### src/rtl/alu_op_sequencer_if.sv
// Command and response channels of the ALU op sequencer.
// master = command source / result consumer, slave = sequencer.
interface alu_op_sequencer_if #(
  parameter int DATA_WIDTH = 16
);
  logic                  cmd_valid;
  logic                  cmd_ready;
  logic [3:0]            cmd_fun;
  logic [DATA_WIDTH-1:0] cmd_a;
  logic [DATA_WIDTH-1:0] cmd_b;
  logic                  res_valid;
  logic                  res_ready;
  logic [DATA_WIDTH-1:0] res_data;
  logic                  res_flag;
  logic [3:0]            res_fun;

  modport master (
    output cmd_valid, cmd_fun, cmd_a, cmd_b, res_ready,
    input  cmd_ready, res_valid, res_data, res_flag, res_fun
  );

  modport slave (
    input  cmd_valid, cmd_fun, cmd_a, cmd_b, res_ready,
    output cmd_ready, res_valid, res_data, res_flag, res_fun
  );
endinterface

### src/rtl/alu_op_sequencer.sv
// ALU command front-end: latches one op, pulses one unit enable, captures result and flag.
// Optional ALU_SEQ_OVERLAP_EN: accept the next command on the result handshake edge.
//
// state   | meaning
// IDLE    | waiting for a command (cmd_ready=1)
// EXEC    | one-hot unit enable high for one cycle; flag sampled at closing edge
// CAPTURE | enables low; selected unit's registered result captured
// RESP    | res_valid high until res_ready
module alu_op_sequencer #(
  parameter int DATA_WIDTH = 16,
  parameter int SEL_LINE   = 2
) (
  input  logic                  clk,
  input  logic                  async_rst,
  alu_op_sequencer_if.slave     bus,
  output logic [DATA_WIDTH-1:0] A,
  output logic [DATA_WIDTH-1:0] B,
  output logic [SEL_LINE-1:0]   ALU_FUN,
  output logic                  ARITH_Enable,
  output logic                  LOGIC_Enable,
  output logic                  CMP_Enable,
  output logic                  SHIFT_Enable,
  input  logic [DATA_WIDTH-1:0] ARITH_OUT,
  input  logic [DATA_WIDTH-1:0] LOGIC_OUT,
  input  logic [DATA_WIDTH-1:0] CMP_OUT,
  input  logic [DATA_WIDTH-1:0] SHIFT_OUT,
  input  logic [3:0]            unit_flags
);

  typedef enum logic [1:0] {
    IDLE    = 2'd0,
    EXEC    = 2'd1,
    CAPTURE = 2'd2,
    RESP    = 2'd3
  } state_t;

  state_t                r_state;
  logic [DATA_WIDTH-1:0] r_a;
  logic [DATA_WIDTH-1:0] r_b;
  logic [SEL_LINE-1:0]   r_alu_fun;
  logic [3:0]            r_en;
  logic [DATA_WIDTH-1:0] r_res_data;
  logic                  r_res_flag;
  logic [3:0]            r_res_fun;
  logic                  r_res_valid;

  logic                  w_cmd_ready;
  logic                  w_accept;
  logic [DATA_WIDTH-1:0] w_unit_out;

`ifdef ALU_SEQ_OVERLAP_EN
  assign w_cmd_ready = (r_state == IDLE) | ((r_state == RESP) & bus.res_ready);
`else
  assign w_cmd_ready = (r_state == IDLE);
`endif

  assign w_accept = bus.cmd_valid & w_cmd_ready;

  always_comb begin
    w_unit_out = '0;
    case (r_res_fun[3:2])
      2'b00:   w_unit_out = ARITH_OUT;
      2'b01:   w_unit_out = LOGIC_OUT;
      2'b10:   w_unit_out = CMP_OUT;
      default: w_unit_out = SHIFT_OUT;
    endcase
  end

  always_ff @(posedge clk or negedge async_rst) begin
    if (!async_rst) begin
      r_state     <= IDLE;
      r_a         <= '0;
      r_b         <= '0;
      r_alu_fun   <= '0;
      r_en        <= '0;
      r_res_data  <= '0;
      r_res_flag  <= 1'b0;
      r_res_fun   <= '0;
      r_res_valid <= 1'b0;
    end else begin
      case (r_state)
        IDLE: ;
        EXEC: begin
          r_en       <= '0;
          r_res_flag <= unit_flags[r_res_fun[3:2]];
          r_state    <= CAPTURE;
        end
        CAPTURE: begin
          r_res_data  <= w_unit_out;
          r_res_valid <= 1'b1;
          r_state     <= RESP;
        end
        RESP: begin
          if (bus.res_ready) begin
            r_res_valid <= 1'b0;
            r_state     <= IDLE;
          end
        end
        default: r_state <= IDLE;
      endcase
      // An accept overrides the RESP exit when overlap is enabled.
      if (w_accept) begin
        r_a       <= bus.cmd_a;
        r_b       <= bus.cmd_b;
        r_alu_fun <= SEL_LINE'(bus.cmd_fun[1:0]);
        r_res_fun <= bus.cmd_fun;
        r_en      <= 4'b0001 << bus.cmd_fun[3:2];
        r_state   <= EXEC;
      end
    end
  end

  assign bus.cmd_ready = w_cmd_ready;
  assign bus.res_valid = r_res_valid;
  assign bus.res_data  = r_res_data;
  assign bus.res_flag  = r_res_flag;
  assign bus.res_fun   = r_res_fun;

  assign A            = r_a;
  assign B            = r_b;
  assign ALU_FUN      = r_alu_fun;
  assign ARITH_Enable = r_en[0];
  assign LOGIC_Enable = r_en[1];
  assign CMP_Enable   = r_en[2];
  assign SHIFT_Enable = r_en[3];

endmodule

### src/flat_wrapper.sv
// flat-port wrapper written by rule: the top's interface ports become plain ports
module alu_op_sequencer_flat 
#(
  parameter int DATA_WIDTH = 16,
  parameter int SEL_LINE   = 2
)
  (clk, async_rst, A, B, ALU_FUN, ARITH_Enable, LOGIC_Enable, CMP_Enable, SHIFT_Enable, ARITH_OUT, LOGIC_OUT, CMP_OUT, SHIFT_OUT, unit_flags, bus_cmd_valid, bus_cmd_fun, bus_cmd_a, bus_cmd_b, bus_res_ready, bus_cmd_ready, bus_res_valid, bus_res_data, bus_res_flag, bus_res_fun);
  alu_op_sequencer_if #(.DATA_WIDTH(DATA_WIDTH)) bus_i ();
  input  logic clk;
  input  logic async_rst;
  output logic [DATA_WIDTH-1:0] A;
  output logic [DATA_WIDTH-1:0] B;
  output logic [SEL_LINE-1:0] ALU_FUN;
  output logic ARITH_Enable;
  output logic LOGIC_Enable;
  output logic CMP_Enable;
  output logic SHIFT_Enable;
  input  logic [DATA_WIDTH-1:0] ARITH_OUT;
  input  logic [DATA_WIDTH-1:0] LOGIC_OUT;
  input  logic [DATA_WIDTH-1:0] CMP_OUT;
  input  logic [DATA_WIDTH-1:0] SHIFT_OUT;
  input  logic [3:0] unit_flags;
  input wire logic [$bits(bus_i.cmd_valid)-1:0] bus_cmd_valid;
  input wire logic [$bits(bus_i.cmd_fun)-1:0] bus_cmd_fun;
  input wire logic [$bits(bus_i.cmd_a)-1:0] bus_cmd_a;
  input wire logic [$bits(bus_i.cmd_b)-1:0] bus_cmd_b;
  input wire logic [$bits(bus_i.res_ready)-1:0] bus_res_ready;
  output wire logic [$bits(bus_i.cmd_ready)-1:0] bus_cmd_ready;
  output wire logic [$bits(bus_i.res_valid)-1:0] bus_res_valid;
  output wire logic [$bits(bus_i.res_data)-1:0] bus_res_data;
  output wire logic [$bits(bus_i.res_flag)-1:0] bus_res_flag;
  output wire logic [$bits(bus_i.res_fun)-1:0] bus_res_fun;
  assign bus_i.cmd_valid = bus_cmd_valid;
  assign bus_i.cmd_fun = bus_cmd_fun;
  assign bus_i.cmd_a = bus_cmd_a;
  assign bus_i.cmd_b = bus_cmd_b;
  assign bus_i.res_ready = bus_res_ready;
  assign bus_cmd_ready = bus_i.cmd_ready;
  assign bus_res_valid = bus_i.res_valid;
  assign bus_res_data = bus_i.res_data;
  assign bus_res_flag = bus_i.res_flag;
  assign bus_res_fun = bus_i.res_fun;
  alu_op_sequencer #(.DATA_WIDTH(DATA_WIDTH), .SEL_LINE(SEL_LINE)) u_core (.clk(clk), .async_rst(async_rst), .bus(bus_i), .A(A), .B(B), .ALU_FUN(ALU_FUN), .ARITH_Enable(ARITH_Enable), .LOGIC_Enable(LOGIC_Enable), .CMP_Enable(CMP_Enable), .SHIFT_Enable(SHIFT_Enable), .ARITH_OUT(ARITH_OUT), .LOGIC_OUT(LOGIC_OUT), .CMP_OUT(CMP_OUT), .SHIFT_OUT(SHIFT_OUT), .unit_flags(unit_flags));
endmodule
### config.mk
export PLATFORM = sky130hd
export DESIGN_NAME = alu_op_sequencer_flat
export DESIGN_NICKNAME = d
export VERILOG_FILES = /design/src/rtl/alu_op_sequencer_if.sv /design/src/rtl/alu_op_sequencer.sv /design/src/flat_wrapper.sv
export SDC_FILE = /design/constraint.sdc
export NUM_CORES = 1
export LEC_CHECK = 0
export CAP_MARGIN = 10
export CORE_MARGIN = 1.5
export CORE_UTILIZATION = 38
export CTS_CLUSTER_SIZE = 8
export DETAILED_ROUTE_END_ITERATION = 6
export GPL_TIMING_DRIVEN = 0
export PLACE_DENSITY_LB_ADDON = 0.2
export SLEW_MARGIN = 20
export SYNTH_ARGS = -nofsm -noshare
export SYNTH_HDL_FRONTEND = slang
export SYNTH_SLANG_ARGS = --single-unit
### constraint.sdc
create_clock -name clk -period 1.8 [get_ports clk]
set_clock_uncertainty 0.1 [all_clocks]
set_input_delay 0.36 -clock clk [delete_from_list [all_inputs] [get_ports clk]]
set_output_delay 0.36 -clock clk [all_outputs]
set_load 0.02 [all_outputs]
==> metrics.cfg <==
[status]
status=completed

[critical_path]
crit_chain=clkdlybuf4s50_1
critPathTopFamily=buffers and inverters
worstPathArrival_ps=1300
path_class=reg -> out
cp-end-kind=primary output
cp_slowest_stage_delay_ps=620
crit_slowest_cell=clkdlybuf4s50_1
path_buf_inv=1
startpoint_type=register
cp_data_required_time_ps=1340
crit_fanout=2

[global_route]
grt_max_degree=40
grt_pass1_vias=2222
antenna_found_initial=0
grt_usage_pct=17.70
overflow=0
grt_pass1_wl_mm=10.29

[cells_and_area]
layout_commonest_cell=clkdlybuf4s50_1
diodes=0
stdcell_area_um2=4890
area_growth_pct=74.23
multi_input_area_um2=1204
layout-drive-gt1-share_pct=27.73
stdcell_count=456
final_nets=460
fillers=558
seq_area_um2=1501
layout_common_cells=clkdlybuf4s50_1 (139), dfrtp_1 (60), mux2_2 (45)

[cts]
clkLatencyLatePin_ps=320
cts.sinks=60
cts_root_buf=clkbuf_8
clk_pin_slew_ps=70
cts_buffers=9
h-tree-depth=3
cts_max_path_buffers=2
cts_tree=built

[drt]
antenna_left=0
routed_wl_mm=6.829
drc=0
wl_per_cell_um=14.98
drt_pass1_iterations=4
vias=2155
dr.first_iter.drc_count=52
viasPerCell=4.726

[placed_design]
place.port_buffers=168
dpl.hpwl_mm=5.267
dp_cells=436
gp_congestion=0.6915
post_dp_cell_area_um2=4629
dp_slack_ps=-381.8

[sta]
grt_setup_unrepaired=no
clock.fmax_mhz=569.2
drv_slew=0
worst_slack_ps=43.29
worst_pin_slew_ps=304.2
min_period_ps=1757
period_share_pct=97.60
report.final.hold_viol_count=0
setup_viol=0
slew_headroom_pct=79.68

[synth]
synth_seq_cells=60
synth.distinct_cells=21
synthesis.nets=276
yosysWarnings=0
syn_avg_cell_area_um2=16.71
ys_seq_area_share_pct=53.50
syn-cell-area_um2=2806
syn_inst=168

[power_and_ir_drop]
p_leak_nw=2.225
ir_drop_uv=696.2
powerDensity_nw_per_um2=1587
power.total_mw=7.758

[die]
core-area_um2=7214
start_util_pct=38.90
die_h_um=88.94
rows=31
ios=169
die_area_um2=7910
die_w_um=88.94

[run]
cap_viol_max_count=0

[hold_path]
hold_path_class=in -> async

## cells in the mapped netlist
library cell	count	area [um2]
dfrtp_1	60	1501
mux2_2	45	506.7
mux4_1	9	236.5
mux2_4	8	120.1
mux4_2	8	180.2
buf_4	6	45.04
buf_2	5	25.02
a221o_1	4	40.04
and2_1	4	25.02
nor2_1	4	15.01
nor2b_1	3	18.77
nand2_1	2	7.510
nor3b_1	2	15.01
a21o_1	1	7.510
a22o_1	1	8.760
and3_1	1	6.260
and3b_1	1	8.760
buf_12	1	20.02
buf_6	1	11.26
clkbuf_1	1	3.750
inv_1	1	3.750
## report_power, final
part	internal, mW	switching, mW
sequential	2.02	0.338
clock	0.502	0.545
combinational	2.49	1.87
total	5.01	2.75
## area by class of cell
type	instances	area share, %
clock buffer	9	2.533
sequential	60	30.71
clock inverter	7	1.100
buffer	14	2.226
tap	99	2.533
timing repair buffer	173	36.21
multi-input combinational	93	24.62
inverter	1	0.07677
## logic make-up after synthesis
logic type / count (synthesis) / synth area share (%)
mux: 70 / 37.18
flops: 60 / 53.50
simple gates: 17 / 3.433
buf+inv: 15 / 3.878
compound gates: 6 / 2.006
## metrics by stage
step,utilization (%),setup TNS (ps),hold WS (ps)
floorplan,-,0,-35.59
global placement,63.93,-113160,363.9
detailed placement,64.17,-11960,170.4
CTS,66.63,0,349.3
global route,67.78,0,388.2
finish,67.78,0,361.4
## registers in the layout (all words and copies together) (netlist names)
signal	cells
u_core.bus.res_data	16
u_core.bus.res_valid	1
u_core.r_en	4
u_core.bus.res_flag	1
u_core.r_state	2
u_core.bus.res_fun	4
u_core.B	16
u_core.A	16
## metal layers
metal | share of wire [%] | wire length (um) | track usage, %
met2 | 50 | 3418 | 29.55
met4 | 2.2 | 149 | 9.091
met3 | 10 | 694 | 6.741
met1 | 38 | 2566 | 19.84
met5 | 0 | 0 | 0
## repair_timing
action                                  CTS  global route
setup buffers                             0             3
hold buffers                              1             0
endpoints found under the hold margin    21             0
endpoints found under the setup margin   38            51
resized for setup                        13            23
## final timing paths
| check | to | from | slack [ps] | cells after the start |
|---|---|---|---|---|
| setup reg to reg | u_core.bus.res_data[8]$_DFFE_PN0P_ | u_core.bus.res_fun[2]$_DFFE_PN0N_ | 110 | 4 |
| setup / recovery | bus_res_data[5] | u_core.bus.res_data[5]$_DFFE_PN0P_ | 40 | 1 |
| min in group clk | u_core.bus.res_valid$_DFFE_PN0P_ | u_core.bus.res_valid$_DFFE_PN0P_ | 380 | 1 |
| max in group asynchronous | u_core.B[0]$_DFFE_PN0N_ | async_rst | 740 | 3 |
| hold reg to reg | u_core.bus.res_valid$_DFFE_PN0P_ | u_core.bus.res_valid$_DFFE_PN0P_ | 380 | 1 |
| hold / removal | u_core.A[2]$_DFFE_PN0N_ | async_rst | 360 | 2 |
Note: power is estimated with default switching activity, not from simulation.
